`config.mk`:
```
export PLATFORM = sky130hd
export DESIGN_NAME = mld_7_4_controller_flat
export DESIGN_NICKNAME = d
export VERILOG_FILES = /design/src/rtl/mld_7_4_controller_pkg.sv /design/src/rtl/mld_7_4_controller_if.sv /design/src/rtl/mld_7_4_controller_sipo.sv /design/src/rtl/mld_7_4_controller.sv /design/src/flat_wrapper.sv
export SDC_FILE = /design/constraint.sdc
export NUM_CORES = 1
export LEC_CHECK = 0
export CORE_ASPECT_RATIO = 0.5
export CORE_MARGIN = 4
export CORE_UTILIZATION = 40
export DETAILED_ROUTE_END_ITERATION = 10
export PLACE_DENSITY = 0.65
export SLEW_MARGIN = 20
export SYNTH_ARGS = -nofsm -noshare
export SYNTH_HDL_FRONTEND = slang
export SYNTH_SLANG_ARGS = --single-unit
```
`constraint.sdc`:
```
create_clock -name clk -period 2.4 [get_ports clk]
set_input_delay 0.72 -clock clk [delete_from_list [all_inputs] [get_ports clk]]
set_output_delay 0.72 -clock clk [all_outputs]
set_load 0.05 [all_outputs]
```
`src/rtl/mld_7_4_controller_pkg.sv`:
```
// Shared constants and state encoding for the (7,4) MLD sequencer.
package mld_7_4_pkg;
  localparam int N     = 7;
  localparam int CNT_W = 3;
  localparam logic [CNT_W-1:0] CNT_LAST = CNT_W'(N-1);

  typedef enum logic [1:0] {
    IDLE   = 2'd0,
    LOAD   = 2'd1,
    DECODE = 2'd2,
    DONE   = 2'd3
  } state_t;
endpackage

```
`src/rtl/mld_7_4_controller_if.sv`:
```
// Channel input, decoder link and result output of the MLD sequencer.
interface mld_7_4_controller_if;
  import mld_7_4_pkg::*;
  logic         in_valid;
  logic         in_bit;
  logic         in_ready;
  logic         dec_load;
  logic         dec_bit;
  logic [0:N-1] dec_vector;
  logic         out_valid;
  logic         out_ready;
  logic [0:N-1] out_codeword;
  logic         out_corrected;
  logic         busy;

  modport master (
    input  in_valid, in_bit, dec_vector, out_ready,
    output in_ready, dec_load, dec_bit, out_valid, out_codeword, out_corrected, busy
  );
  modport slave (
    output in_valid, in_bit, dec_vector, out_ready,
    input  in_ready, dec_load, dec_bit, out_valid, out_codeword, out_corrected, busy
  );
endinterface

```
`src/rtl/mld_7_4_controller_sipo.sv`:
```
// Serial-in buffer: bit k lands at buf[N-1-k]; full after bit N-1 until cleared.
module mld_sipo_buffer
  import mld_7_4_pkg::*;
(
  input  logic         clk,
  input  logic         reset,
  input  logic         i_valid,
  input  logic         i_bit,
  input  logic         i_clear,
  output logic         o_ready,
  output logic [0:N-1] o_buf,
  output logic         o_full
);
  logic [CNT_W-1:0] r_idx;
  logic [0:N-1]     r_buf;
  logic             r_full;
  logic             w_accept;

  assign w_accept = i_valid && !r_full;
  assign o_ready  = !r_full;
  assign o_buf    = r_buf;
  assign o_full   = r_full;

  // Clear only arrives while full, so it never collides with an accept.
  always_ff @(posedge clk) begin
    if (!reset) begin
      r_idx  <= '0;
      r_buf  <= '0;
      r_full <= 1'b0;
    end else if (w_accept) begin
      r_buf[CNT_LAST - r_idx] <= i_bit;
      if (r_idx == CNT_LAST) begin
        r_idx  <= '0;
        r_full <= 1'b1;
      end else begin
        r_idx <= r_idx + 1'b1;
      end
    end else if (i_clear) begin
      r_full <= 1'b0;
    end
  end
endmodule

```
`src/rtl/mld_7_4_controller.sv`:
```
// Sequencer: buffers a received word, replays it into the MLD, then captures the fix.
module mld_7_4_controller
  import mld_7_4_pkg::*;
(
  input  logic                clk,
  input  logic                reset,
  mld_7_4_controller_if.master bus
);
  state_t           r_state, w_next;
  logic [CNT_W-1:0] r_cnt;
  logic [0:N-1]     r_work, r_raw, r_code;
  logic             r_valid, r_corr;
  logic [0:N-1]     w_buf;
  logic             w_full, w_start, w_in_ready;

  assign w_start = (r_state == IDLE) && w_full && !r_valid;

  mld_sipo_buffer u_sipo (
    .clk     (clk),
    .reset   (reset),
    .i_valid (bus.in_valid),
    .i_bit   (bus.in_bit),
    .i_clear (w_start),
    .o_ready (w_in_ready),
    .o_buf   (w_buf),
    .o_full  (w_full)
  );

  always_ff @(posedge clk) begin
    if (!reset) r_state <= IDLE;
    else        r_state <= w_next;
  end

  always_comb begin
    w_next = r_state;
    case (r_state)
      IDLE:    if (w_start) w_next = LOAD;
      LOAD:    if (r_cnt == CNT_LAST) w_next = DECODE;
      DECODE:  if (r_cnt == CNT_LAST) w_next = DONE;
      DONE:    w_next = IDLE;
      default: w_next = IDLE;
    endcase
  end

  always_ff @(posedge clk) begin
    if (!reset) begin
      r_cnt   <= '0;
      r_work  <= '0;
      r_raw   <= '0;
      r_code  <= '0;
      r_valid <= 1'b0;
      r_corr  <= 1'b0;
    end else begin
      case (r_state)
        IDLE: if (w_start) begin
          r_work <= w_buf;
          r_raw  <= w_buf;
          r_cnt  <= '0;
        end
        LOAD, DECODE: r_cnt <= (r_cnt == CNT_LAST) ? '0 : r_cnt + 1'b1;
        DONE: begin
          r_code <= bus.dec_vector;
          r_corr <= |(bus.dec_vector ^ r_raw);
        end
        default: ;
      endcase
      // DONE is only reachable with the output slot empty.
      if (r_state == DONE)                 r_valid <= 1'b1;
      else if (r_valid && bus.out_ready)   r_valid <= 1'b0;
    end
  end

  always_comb begin
    bus.in_ready      = w_in_ready;
    bus.dec_load      = (r_state == LOAD);
    bus.dec_bit       = (r_state == LOAD) ? r_work[CNT_LAST - r_cnt] : 1'b0;
    bus.busy          = (r_state != IDLE);
    bus.out_valid     = r_valid;
    bus.out_codeword  = r_code;
    bus.out_corrected = r_corr;
  end
endmodule
```
`src/flat_wrapper.sv`:
```
// flat-port wrapper written by rule: the top's interface ports become plain ports
module mld_7_4_controller_flat import mld_7_4_pkg::*;
  (clk, reset, bus_in_valid, bus_in_bit, bus_dec_vector, bus_out_ready, bus_in_ready, bus_dec_load, bus_dec_bit, bus_out_valid, bus_out_codeword, bus_out_corrected, bus_busy);
  mld_7_4_controller_if bus_i ();
  input  logic clk;
  input  logic reset;
  input wire logic [$bits(bus_i.in_valid)-1:0] bus_in_valid;
  input wire logic [$bits(bus_i.in_bit)-1:0] bus_in_bit;
  input wire logic [$bits(bus_i.dec_vector)-1:0] bus_dec_vector;
  input wire logic [$bits(bus_i.out_ready)-1:0] bus_out_ready;
  output wire logic [$bits(bus_i.in_ready)-1:0] bus_in_ready;
  output wire logic [$bits(bus_i.dec_load)-1:0] bus_dec_load;
  output wire logic [$bits(bus_i.dec_bit)-1:0] bus_dec_bit;
  output wire logic [$bits(bus_i.out_valid)-1:0] bus_out_valid;
  output wire logic [$bits(bus_i.out_codeword)-1:0] bus_out_codeword;
  output wire logic [$bits(bus_i.out_corrected)-1:0] bus_out_corrected;
  output wire logic [$bits(bus_i.busy)-1:0] bus_busy;
  assign bus_i.in_valid = bus_in_valid;
  assign bus_i.in_bit = bus_in_bit;
  assign bus_i.dec_vector = bus_dec_vector;
  assign bus_i.out_ready = bus_out_ready;
  assign bus_in_ready = bus_i.in_ready;
  assign bus_dec_load = bus_i.dec_load;
  assign bus_dec_bit = bus_i.dec_bit;
  assign bus_out_valid = bus_i.out_valid;
  assign bus_out_codeword = bus_i.out_codeword;
  assign bus_out_corrected = bus_i.out_corrected;
  assign bus_busy = bus_i.busy;
  mld_7_4_controller u_core (.clk(clk), .reset(reset), .bus(bus_i));
endmodule
```
==> results.json <==
{
  "die_area_sq_mm": 0.00519,
  "grt_usage": 0.137,
  "syn_area_sq_mm": 0.00162,
  "yosysWarnings": 0,
  "fin_crit_sh": 1.04,
  "hold_violations": 0,
  "dp_cells": 253,
  "route.detailed.drc": 0,
  "grt_antenna_before_repair": 0,
  "avgSynthCellArea_sq_um": 9.19,
  "synth_edf_count": 0,
  "coreArea_sq_mm": 0.00390,
  "grt_first_pass_wirelength_mm": 5.37,
  "switching_share": 0.262,
  "holdCritPathClass": "reg2reg",
  "path_clk_slew_ps": 70,
  "final_cell_mix": "dfxtp_1, nor2_1, mux2i_1, clkdlybuf4s50_1, nand2_1",
  "violations": "negative setup slack",
  "std_cell_rows": 16,
  "finalWeightedCongestion": 0.819,
  "async_flop_share": 0,
  "setup_ws_ps": -105,
  "synth.distinct_cells": 32,
  "final_antenna_net_count": 0,
  "htreeDepth": 2,
  "p_int_w": 0.00102,
  "setup_violations": 1,
  "cts.sink_count": 32,
  "cp-start-kind": "flip-flop",
  "fin_cells": 263,
  "drv_slew": 0,
  "clock_path_buffers": 2,
  "yosysTopAreaCell": "dfxtp_1",
  "status": "finished with violations",
  "synth_seq_cells": 32,
  "grt_max_degree": 25,
  "synthCells": 176,
  "irDropWorstVdd_v": 0.000225,
  "grt_pass1_vias": 1148,
  "antenna_cells": 0,
  "synth_top_cell_area_share": 0.396,
  "critPathArrivalTime_ps": 1780,
  "numCtsBuffers": 5,
  "clockRootBuffer": "clkbuf_8",
  "post-route-min-period_ps": 2500,
  "firstDrtPassIters": 4,
  "crit_path_max_fanout": 6,
  "worst_slew_pin_slew_ps": 612,
  "dp_hpwl_mm": 2.45,
  "endpoint_kind": "primary output",
  "layout-drive-gt1-share": 0.134,
  "synthesis.nets": 199,
  "pwr-share-comb": 0.189,
  "yosys-top-cells-area": "dfxtp_1, mux2i_1, ha_1",
  "relSlewSlack": 0.592,
  "fp.dieW_microns": 97.9,
  "seq_area_frac_synth": 0.396,
  "drtIter0Drc": 32,
  "required_ps": 1680,
  "crit_type": "reg2out",
  "fin_area_sq_mm": 0.00216,
  "vias": 1276,
  "skew_ps": 2.74,
  "detail_route.wirelength_mm": 3.41,
  "nNetsFinal": 231,
  "synth_ff_type": "dfxtp_1",
  "cts_tree": "done",
  "ios": 25,
  "insertion_delay_ps": 270,
  "timing.fmax_mhz": 399,
  "p_leak_nw": 0.922,
  "io_buffers": 24,
  "final_common_cell": "dfxtp_1",
  "grt_setup_unrepaired": "yes",
  "via_per_inst": 4.85,
  "p_clk_frac": 0.407,
  "avgRoutedWirePerCell_microns": 13.0,
  "seq_power_share": 0.404,
  "p_switching_w": 0.000363,
  "die_h_microns": 53.0,
  "p_per_area_mw_per_mm2": 642,
  "drv_cap": 0,
  "initial_core_util": 0.414,
  "place_area_sq_mm": 0.00198,
  "gr-total-overflow": 0,
  "syn_to_final_growth_pct": 33.4
}
## final cells by class
cell class,count,area [sq um]
fill,367,1750
sequential,32,644
tap,54,67.6
inverter,14,52.6
timing repair buffer,31,310
multi-input combinational,124,957
clock inverter,1,30.0
clock buffer,7,96.3
## critical path: stages (launching register included)
cell and delay [ps]:
dfxtp_4 370, ha_4 190, xnor2_4 200, mux2_4 200, nor3_4 40, a311oi_4 320
buf_12 180
## routing by layer
| metal | share of wire | global-route usage | vias to the layer above | routed length, microns |
|---|---|---|---|---|
| met5 | 0 | 0 | - | 0 |
| met4 | 0.022 | 0.0529 | 0 | 76 |
| met3 | 0.040 | 0.0447 | 6 | 135 |
| met2 | 0.44 | 0.216 | 22 | 1510 |
| met1 | 0.50 | 0.175 | 589 | 1690 |
| li1 | - | - | 659 | - |
## registers in the layout (all words and copies together), names as in the netlist, 2 cells and up
register                 flops
u_core.r_cnt                 3
u_core.bus.out_codeword      7
u_core.r_work                7
u_core.r_state               2
u_core.u_sipo.r_idx          3
u_core.u_sipo.o_buf          7
## cell usage after synthesis, types with 2 or more instances
cell	count
buf_2	2
a21oi_1	5
ha_1	11
a2bb2oi_1	2
o21ai_0	4
nand3_1	4
clkbuf_1	2
nand2b_1	2
a22oi_1	3
mux2i_1	26
dfxtp_1	32
nand3b_1	2
nand2_1	15
nor2b_1	2
nor2_1	27
xor2_1	7
a211oi_1	2
inv_1	14
## kinds of logic (layout without fill, tap and decap cells)
family,Yosys count,in the layout,share of synthesized area
simple gates,56,56,0.153
mux,27,27,0.170
flops,32,32,0.396
xor+xnor,9,9,0.0534
compound gates,21,21,0.0913
buf+inv,20,53,0.0510
fa+ha+maj,11,11,0.0851
## what timing repair did
item | in CTS | in global routing
hold buffers | 0 | 0
endpoints found under the hold margin | 0 | 0
endpoints found under the setup margin | 1 | 1
pin swaps | 1 | 2
resized for setup | 5 | 1
setup buffers | 0 | 2
## through the flow
stage                     TNS [ps]  setup slack, ps  total power (W)  hold WS, ps  utilization
after detailed placement         0             22.7         0.000834          457        0.508
after floorplan                  0             60.0         0.000743          438            -
after global placement           0             77.3         0.000829          452        0.508
after global routing          -178             -178          0.00145          499        0.553
after CTS                     -109             -109          0.00140          469        0.548
final                         -105             -105          0.00139          465        0.553
## power by group through the flow
stage / clock, W / combinational [W] / sequential [W]
final: 0.000564 / 0.000263 / 0.000559
after global routing: 0.000601 / 0.000286 / 0.000562
after CTS: 0.000575 / 0.000265 / 0.000560
after detailed placement: 0 / 0.000262 / 0.000572
after global placement: 0 / 0.000258 / 0.000571
after floorplan: 0 / 0.000174 / 0.000569
## final timing paths
| check | from | end | slack [ps] | depth (start not counted) |
|---|---|---|---|---|
| max | u_core.r_cnt[0] | bus_dec_bit | -100 | 6 |
| min | u_core.u_sipo.o_buf[5] | u_core.u_sipo.o_buf[5] | 470 | 2 |
| max reg2reg | u_core.r_state[0] | u_core.r_cnt[1] | 880 | 5 |
| min reg2reg | u_core.u_sipo.o_buf[5] | u_core.u_sipo.o_buf[5] | 470 | 2 |
(Power assumes the default switching activity.)
